[src/rtl/alu_cmd_sequencer_pkg.sv]
// alu_cmd_sequencer_pkg: shared types and constants for the ALU command sequencer.
//   - ALU opcode constants (OP_ADD .. OP_ROR, OP_MAX = highest legal opcode)
//   - sequencer state encoding
//   - packed response payload
//   - opcode legality helper
package alu_cmd_sequencer_pkg;

  localparam int unsigned DATA_W = 4;

  typedef logic [DATA_W-1:0] data_t;

  // ALU select codes
  localparam data_t OP_ADD = 4'd0;
  localparam data_t OP_SUB = 4'd1;
  localparam data_t OP_AND = 4'd2;
  localparam data_t OP_OR  = 4'd3;
  localparam data_t OP_XOR = 4'd4;
  localparam data_t OP_SHL = 4'd5;
  localparam data_t OP_SHR = 4'd6;
  localparam data_t OP_ROL = 4'd7;
  localparam data_t OP_ROR = 4'd8;
  localparam data_t OP_MAX = 4'd8;

  typedef enum logic [1:0] {
    ST_IDLE = 2'd0,
    ST_EXEC = 2'd1,
    ST_RESP = 2'd2
  } state_e;

  // Response payload returned to the command source
  typedef struct packed {
    data_t data;
    logic  carry;
    logic  zero;
    logic  err;
  } rsp_t;

  function automatic logic op_is_legal(input data_t op);
    return (op <= OP_MAX);
  endfunction

endpackage

[src/rtl/alu_cmd_sequencer.sv]
// alu_cmd_sequencer: command-side controller for the 4-bit combinational ALU.
// Accepts load / ALU commands, iterates an ALU operation on the accumulator
// cmd_rep+1 times, then returns the final result on a valid/ready response.
// Ports:
//   clk, rst_n                       clock, async active-low reset
//   cmd_valid/cmd_ready              command handshake (ready only in IDLE)
//   cmd_op, cmd_operand, cmd_load,   command payload
//   cmd_rep
//   alu_a, alu_b, alu_sel            drive to ALU (accumulator, operand, opcode)
//   alu_out, alu_carry, alu_zero     ALU result, sampled only in EXEC
//   rsp_valid/rsp_ready              response handshake
//   rsp_data, rsp_carry, rsp_zero,   response payload
//   rsp_err
//   acc                              accumulator, always visible
module alu_cmd_sequencer
  import alu_cmd_sequencer_pkg::*;
#(
  parameter int unsigned CNT_W = 3
) (
  input  logic             clk,
  input  logic             rst_n,
  input  logic             cmd_valid,
  output logic             cmd_ready,
  input  logic [3:0]       cmd_op,
  input  logic [3:0]       cmd_operand,
  input  logic             cmd_load,
  input  logic [CNT_W-1:0] cmd_rep,
  output logic [3:0]       alu_a,
  output logic [3:0]       alu_b,
  output logic [3:0]       alu_sel,
  input  logic [3:0]       alu_out,
  input  logic             alu_carry,
  input  logic             alu_zero,
  output logic             rsp_valid,
  input  logic             rsp_ready,
  output logic [3:0]       rsp_data,
  output logic             rsp_carry,
  output logic             rsp_zero,
  output logic             rsp_err,
  output logic [3:0]       acc
);

  state_e           r_state;
  state_e           w_state_nxt;
  data_t            r_acc;
  data_t            w_acc_nxt;
  data_t            r_op;
  data_t            w_op_nxt;
  data_t            r_operand;
  data_t            w_operand_nxt;
  logic [CNT_W-1:0] r_cnt;
  logic [CNT_W-1:0] w_cnt_nxt;
  rsp_t             r_rsp;
  rsp_t             w_rsp_nxt;

  // State and datapath registers
  always_ff @(posedge clk or negedge rst_n) begin
    if (!rst_n) begin
      r_state   <= ST_IDLE;
      r_acc     <= '0;
      r_op      <= '0;
      r_operand <= '0;
      r_cnt     <= '0;
      r_rsp     <= '0;
    end else begin
      r_state   <= w_state_nxt;
      r_acc     <= w_acc_nxt;
      r_op      <= w_op_nxt;
      r_operand <= w_operand_nxt;
      r_cnt     <= w_cnt_nxt;
      r_rsp     <= w_rsp_nxt;
    end
  end

  // Next-state and datapath update
  always_comb begin
    w_state_nxt   = r_state;
    w_acc_nxt     = r_acc;
    w_op_nxt      = r_op;
    w_operand_nxt = r_operand;
    w_cnt_nxt     = r_cnt;
    w_rsp_nxt     = r_rsp;

    case (r_state)
      ST_IDLE: begin
        if (cmd_valid) begin
          // Load wins over opcode legality: the opcode is ignored for loads
          if (cmd_load) begin
            w_acc_nxt       = cmd_operand;
            w_rsp_nxt.data  = cmd_operand;
            w_rsp_nxt.carry = 1'b0;
            w_rsp_nxt.zero  = (cmd_operand == 4'd0);
            w_rsp_nxt.err   = 1'b0;
            w_state_nxt     = ST_RESP;
          end else if (!op_is_legal(cmd_op)) begin
            w_rsp_nxt.data  = r_acc;
            w_rsp_nxt.carry = 1'b0;
            w_rsp_nxt.zero  = 1'b0;
            w_rsp_nxt.err   = 1'b1;
            w_state_nxt     = ST_RESP;
          end else begin
            w_op_nxt      = cmd_op;
            w_operand_nxt = cmd_operand;
            w_cnt_nxt     = cmd_rep;
            w_state_nxt   = ST_EXEC;
          end
        end
      end

      ST_EXEC: begin
        // acc feeds alu_a, so each cycle is one full ALU iteration
        w_acc_nxt       = alu_out;
        w_rsp_nxt.carry = alu_carry;
        w_rsp_nxt.zero  = alu_zero;
        if (r_cnt == '0) begin
          w_rsp_nxt.data = alu_out;
          w_rsp_nxt.err  = 1'b0;
          w_state_nxt    = ST_RESP;
        end else begin
          w_cnt_nxt = r_cnt - CNT_W'(1);
        end
      end

      ST_RESP: begin
        if (rsp_ready) begin
          w_state_nxt = ST_IDLE;
        end
      end

      default: begin
        w_state_nxt = ST_IDLE;
      end
    endcase
  end

  // Outputs are pure functions of registered state
  assign cmd_ready = (r_state == ST_IDLE);
  assign rsp_valid = (r_state == ST_RESP);
  assign alu_a     = r_acc;
  assign alu_b     = r_operand;
  assign alu_sel   = r_op;
  assign acc       = r_acc;
  assign rsp_data  = r_rsp.data;
  assign rsp_carry = r_rsp.carry;
  assign rsp_zero  = r_rsp.zero;
  assign rsp_err   = r_rsp.err;

endmodule

[config.mk]
export PLATFORM = sky130hd
export DESIGN_NAME = alu_cmd_sequencer
export DESIGN_NICKNAME = d
export VERILOG_FILES = /design/src/rtl/alu_cmd_sequencer_pkg.sv /design/src/rtl/alu_cmd_sequencer.sv
export SDC_FILE = /design/constraint.sdc
export NUM_CORES = 1
export LEC_CHECK = 0
export ABC_CLOCK_PERIOD_IN_PS = 3900
export BUFFER_PORTS_ARGS = -buffer_cell sky130_fd_sc_hd__buf_2
export CORE_MARGIN = 2
export CORE_UTILIZATION = 51
export DETAILED_ROUTE_END_ITERATION = 8
export PLACE_DENSITY_LB_ADDON = 0.05
export SETUP_SLACK_MARGIN = 0.05
export SYNTH_ARGS = -nofsm -noshare
export SYNTH_HDL_FRONTEND = slang
export SYNTH_SLANG_ARGS = --single-unit
[constraint.sdc]
create_clock -name clk -period 3.9 [get_ports clk]
set_clock_uncertainty 0.05 [all_clocks]
set_input_delay 0 -clock clk [delete_from_list [all_inputs] [get_ports clk]]
set_output_delay 0 -clock clk [all_outputs]
set_load 0.01 [all_outputs]
# After elaboration in Yosys (flattened, before gate mapping)
# Cells that the tools add are included.
# classes
eq_ne	10
add_sub_neg	1
bitwise_logic	1
order_cmp	1
n_reduce_logical	10
muxes	20
# op_table
op	n
$mux W7	3
$pmux W7 S2	1
$mux W3	4
$mux W4	3
$mux W2	5
$reduce_and A3 Y1	3
$ne A2 B2 Y1 const B	4
$pmux W4 S2	1
$reduce_and A4 Y1	2
$ne A2 B1 Y1 const B	3
$pmux W2 S3	1
$pmux W3 S2	1
$reduce_and A5 Y1	1
$le A4 B4 Y1 const B	1
$logic_not A4 Y1	1
$logic_not A3 Y1	1
$ne A3 B3 Y1 const B	1
$sub A3 B1 Y3 const B	1
$eq A2 B1 Y1 const B	1
$eq A2 B2 Y1 const B	1
$logic_not A2 Y1	1
$reduce_bool A2 Y1	1
$mux W1	1
$not A1 Y1	1
# totals
out_inout_bits	25
elab_cells	52
reg_bits	24

# Depth between registers and ports, before layout
# depth
ltp_word	5
mapped_depth	6
ltp_nobuf	6

# Worst setup path after synthesis
# No wires, ideal clock.
# synth_timing
kind	reg-to-reg
startpoint	register r_state[0]
endpoint	register r_rsp, in the netlist rsp_data[0]
period_less_slack_ps	1523
n_path_buf	0
arrival_ps	1349
required_ps	3725
slack_ps	2377
stages_incl_launch_ff	5
path_cell_list	dfrtp_1 -> or2_4 -> nor2_1 -> o21a_1 -> mux2_2
# synth_via
elab_chain_len	3
elab_cells_between_ends	8
cone_classes	eq/ne (4); mux (1); reduce/logical (3)
# synth_rtl
item	line_no	text
start, declared	alu_cmd_sequencer.sv:43	state_e r_state;
start signal, assigned	alu_cmd_sequencer.sv:66	r_state <= w_state_nxt;
$eq A2 B1 Y1 or $logic_not A2 Y1 (tied branches)	alu_cmd_sequencer.sv:84	case (r_state)
$ne A2 B2 Y1 (no line), or another cell as far along	--	
$reduce_and A4 Y1 (no line)	--	
end signal, assigned	alu_cmd_sequencer.sv:71	r_rsp <= w_rsp_nxt;
end, declared	alu_cmd_sequencer.sv:53	rsp_t r_rsp;
# Several ways; a longest one is shown, not always the timed one.
# A chain may end at the register's enable or synchronous reset.

# Worst setup path in the final report
# layout_timing
startpoint	register r_state[1]
endpoint	register r_acc[1], in the netlist acc[1]
# layout_via
elab_chain_len	3
elab_cells_between_ends	7
cone_classes	eq/ne (3); mux (1); reduce/logical (3)
# layout_rtl
item	line_no	text
$logic_not A2 Y1 or $eq A2 B1 Y1 (tied branches)	alu_cmd_sequencer.sv:84	
$ne A2 B1 Y1 (no line), or another cell as far along	--	
$reduce_and A3 Y1 (no line)	--	
end signal, assigned	alu_cmd_sequencer.sv:67	r_acc <= w_acc_nxt;
end, declared	alu_cmd_sequencer.sv:45	data_t r_acc;
# Several ways; a longest one is shown, not always the timed one.

==> impl_results.md <==
- YS warnings: 0
- Placed Area: 1455 µm²
- Clock Sinks: 24
- Cell Pwr Density: 688.8 nW/µm²
- CP Launch Type: flop
- RSZ-0062 raised after global routing: no
- DRC Markers: 0
- Area occupied by multi-input gates: 570.5 µm²
- Count of TritonRoute iterations in the first routing pass: 4
- Top Family by Delay on Critical Path: simple AND/OR/NAND/NOR gates
- Post-DR wirelength/cell: 13.55 µm
- Pint: 0.0007324 W
- Worst Path Buf+Inv: 1
- Post-DRT Antenna Nets: 0
- Ports: 47
- Gate count after technology mapping: 112
- Final Hold Fails: 0
- Setup TNS: 0 ns
- Fillers: 179
- Clock share of power: 9.0%
- Storage element area: 600.6 µm²
- Clk_lat worst skew: 0.31 ns
- Max-cap violations: 0
- Combinational Power Share: 53.0%
- Die Span Y: 53.31 µm
- Initial antenna violation count: 0
- Global route overflow: 0
- Most common cell after layout, fill and taps aside: buf_2
- Area leader, netlist: dfrtp_1
- Final Hold Slack: 0.1397 ns
- Initial drt markers: 6
- Sw Ratio: 37.74%
- Port bufs: 46
- Synthesized Nets: 136
- Worst Path Class, Setup: flop to flop
- Post-synth EDFFs: 0
- Outcome: finished clean
- Design area: 1708 µm²
- Starting density of the core: 54.99%
- Least-Margin Pin Slew: 0.6073 ns
- Max-slew violations: 0
- Critical path required time: 4.05 ns
- Crit end category: flop
- Pin count of the biggest net entering global routing: 25
- Die area: 2841 µm²
- Synth top area cells: dfrtp_1 48%, mux2_2 12%, mux2i_1 3.2%
- Via count: 1057
- Final #Nets: 203
- Worst path cell trace: and2b_1 -> nand2b_1 -> a31oi_1 -> dlygate4sd3_1
- Area of the core: 2255 µm²
- Largest fanout on the critical path: 23
- Async SR Flop Fraction: 100.0%
- Post-DR vias/cell: 5.156
- Peak supply drop: 0.4888 mV
- LEAKAGE: 0.8231 nW
- Post-Route WL: 2.778 mm
- Worst R2R Start: r_state[1]
- Worst path slowest cell: and2b_1
- Seq cells post-synth: 24
- Crit path largest cell delay: 0.60 ns
- Die X: 53.31 µm
- Rows: 17
- Part of the power in registers: 38.0%
- Hpwl dp: 1.884 mm
- Diodes inserted: 0
- Max Root-Sink Buffers: 2
- Crit. path cell count: 4
- First-pass GRT wire length: 4.422 mm
- Slew margin rel.: 59.51%
- Net Switching: 0.0004439 W
- Mean Syn Cell Area: 11.07 µm²
- GPL Wtd Cong: 0.7795
- Gr usage total: 21.68%
- Worst r2r path cells: 4
- Post-synth top area share: 48.44%
- Fin crit period: 2.065 ns
- Commonest cells after routing, fill and taps aside: 46 x buf_2, 24 x dfrtp_1, 23 x dlygate4sd3_1, 13 x mux2_2, 9 x nor2_1
- H-tree Lvls: 1
- CTS Buf Count: 3
- Synth unique cells: 34
- Layout cells sized above 1: 38.98%
- CTS tree: done
- Synthesis-to-finish area growth: 37.74%
- Worst EP arrival: 2.21 ns
- Clock-pin slew on the worst setup and hold paths: 0.12 ns
- Vias in the first global route: 996
- CTS Root Cell: clkbuf_4
- Final period utilization: 52.94%
- Primary FF master, synth: dfrtp_1
- Mapped cell area: 1240 µm²
- Max Clk Rate: 484.4 MHz
- HP Class: input port to asynchronous set/reset pin
- CP Launch Point: r_state[1]
- Register area share after synthesis: 48.44%
- Setup-failing EPs final: 0
flip-flops by register name, indices dropped and copies added, names as in the netlist:
register,cells
rsp_err,1
rsp_carry,1
alu_sel,4
r_state,2
alu_b,4
acc,4
rsp_data,4
r_cnt,3
rsp_zero,1
Yosys cell counts, types with 2 or more instances:
master / instances
nand2_1: 8
ha_1: 2
inv_1: 4
a21oi_1: 3
mux2i_1: 4
o21ai_0: 8
and2b_1: 2
a31oi_1: 4
dfrtp_1: 24
nor2_1: 9
nand2b_1: 6
mux2_2: 13
buf_4: 4
worst reg2reg max path, cell delays in order (launching register included):
cell           delay [ns]
dfrtp_1              0.43
and2b_1              0.60
nand2b_1             0.18
a31oi_1              0.09
dlygate4sd3_1        0.60
area by class of cell:
| class | count | share of cell area (%) |
|---|---|---|
| Sequential cell | 24 | 35.16 |
| Multi-Input combinational cell | 76 | 33.41 |
| Timing Repair Buffer | 69 | 26.96 |
| Tap cell | 28 | 2.051 |
| Clock buffer | 3 | 1.319 |
| Inverter | 5 | 1.099 |
timing repair:
action,CTS,global route
resized for setup,0,0
hold buffers,23,0
hold endpoints to repair,44,0
setup buffers,0,0
path summary, 6_finish.rpt:
check,end,slack (ns)
max,acc[1],1.84
min in group clk,r_state[0],0.17
min,acc[2],0.14
max reg2reg,acc[1],1.84
min reg2reg,alu_sel[3],0.47
max in group asynchronous,alu_b[1],3.30
metal layers:
layer  part of all wire (%)  GRT usage [%]  vias to the layer above
met5                      0              0                        -
met4                   0.97          6.410                        0
met3                    4.7          2.542                        4
met2                     53          39.92                       30
met1                     41          25.99                      501
li1                       -              -                      522
through the flow:
stage | setup WS, ns | cells | util (%) | total power [W]
final | 1.836 | 205 | 75.75 | 0.001176
after global routing | 1.716 | 205 | 75.75 | 0.001280
after CTS | 1.890 | 205 | 75.75 | 0.001185
after detailed placement | 2.031 | 179 | 64.54 | 0.001023
after global placement | 2.074 | 179 | 64.54 | 0.001007
after floorplan | 2.377 | 112 | - | 0.0008480
logic make-up after synthesis:
| logic type | Yosys count | synth area share (%) |
|---|---|---|
| AND/OR/NAND/NOR | 32 | 13.52 |
| flip-flops | 24 | 48.44 |
| adder cells (fa/ha/maj) | 2 | 2.018 |
| buffers and inverters | 12 | 5.549 |
| AO/OA/AOI/OAI | 24 | 14.53 |
| multiplexers | 18 | 15.94 |
power groups by stage:
stage          Clock, W  Sequential (W)  Combinational, W
2_1_floorplan         0        0.000496          0.000352
3_3_place_gp          0        0.000446          0.000561
3_5_place_dp          0        0.000453          0.000570
4_1_cts        0.000113        0.000446          0.000625
5_1_grt        0.000120        0.000464          0.000696
6_report       0.000106        0.000447          0.000623
(Power assumes the default switching activity.)
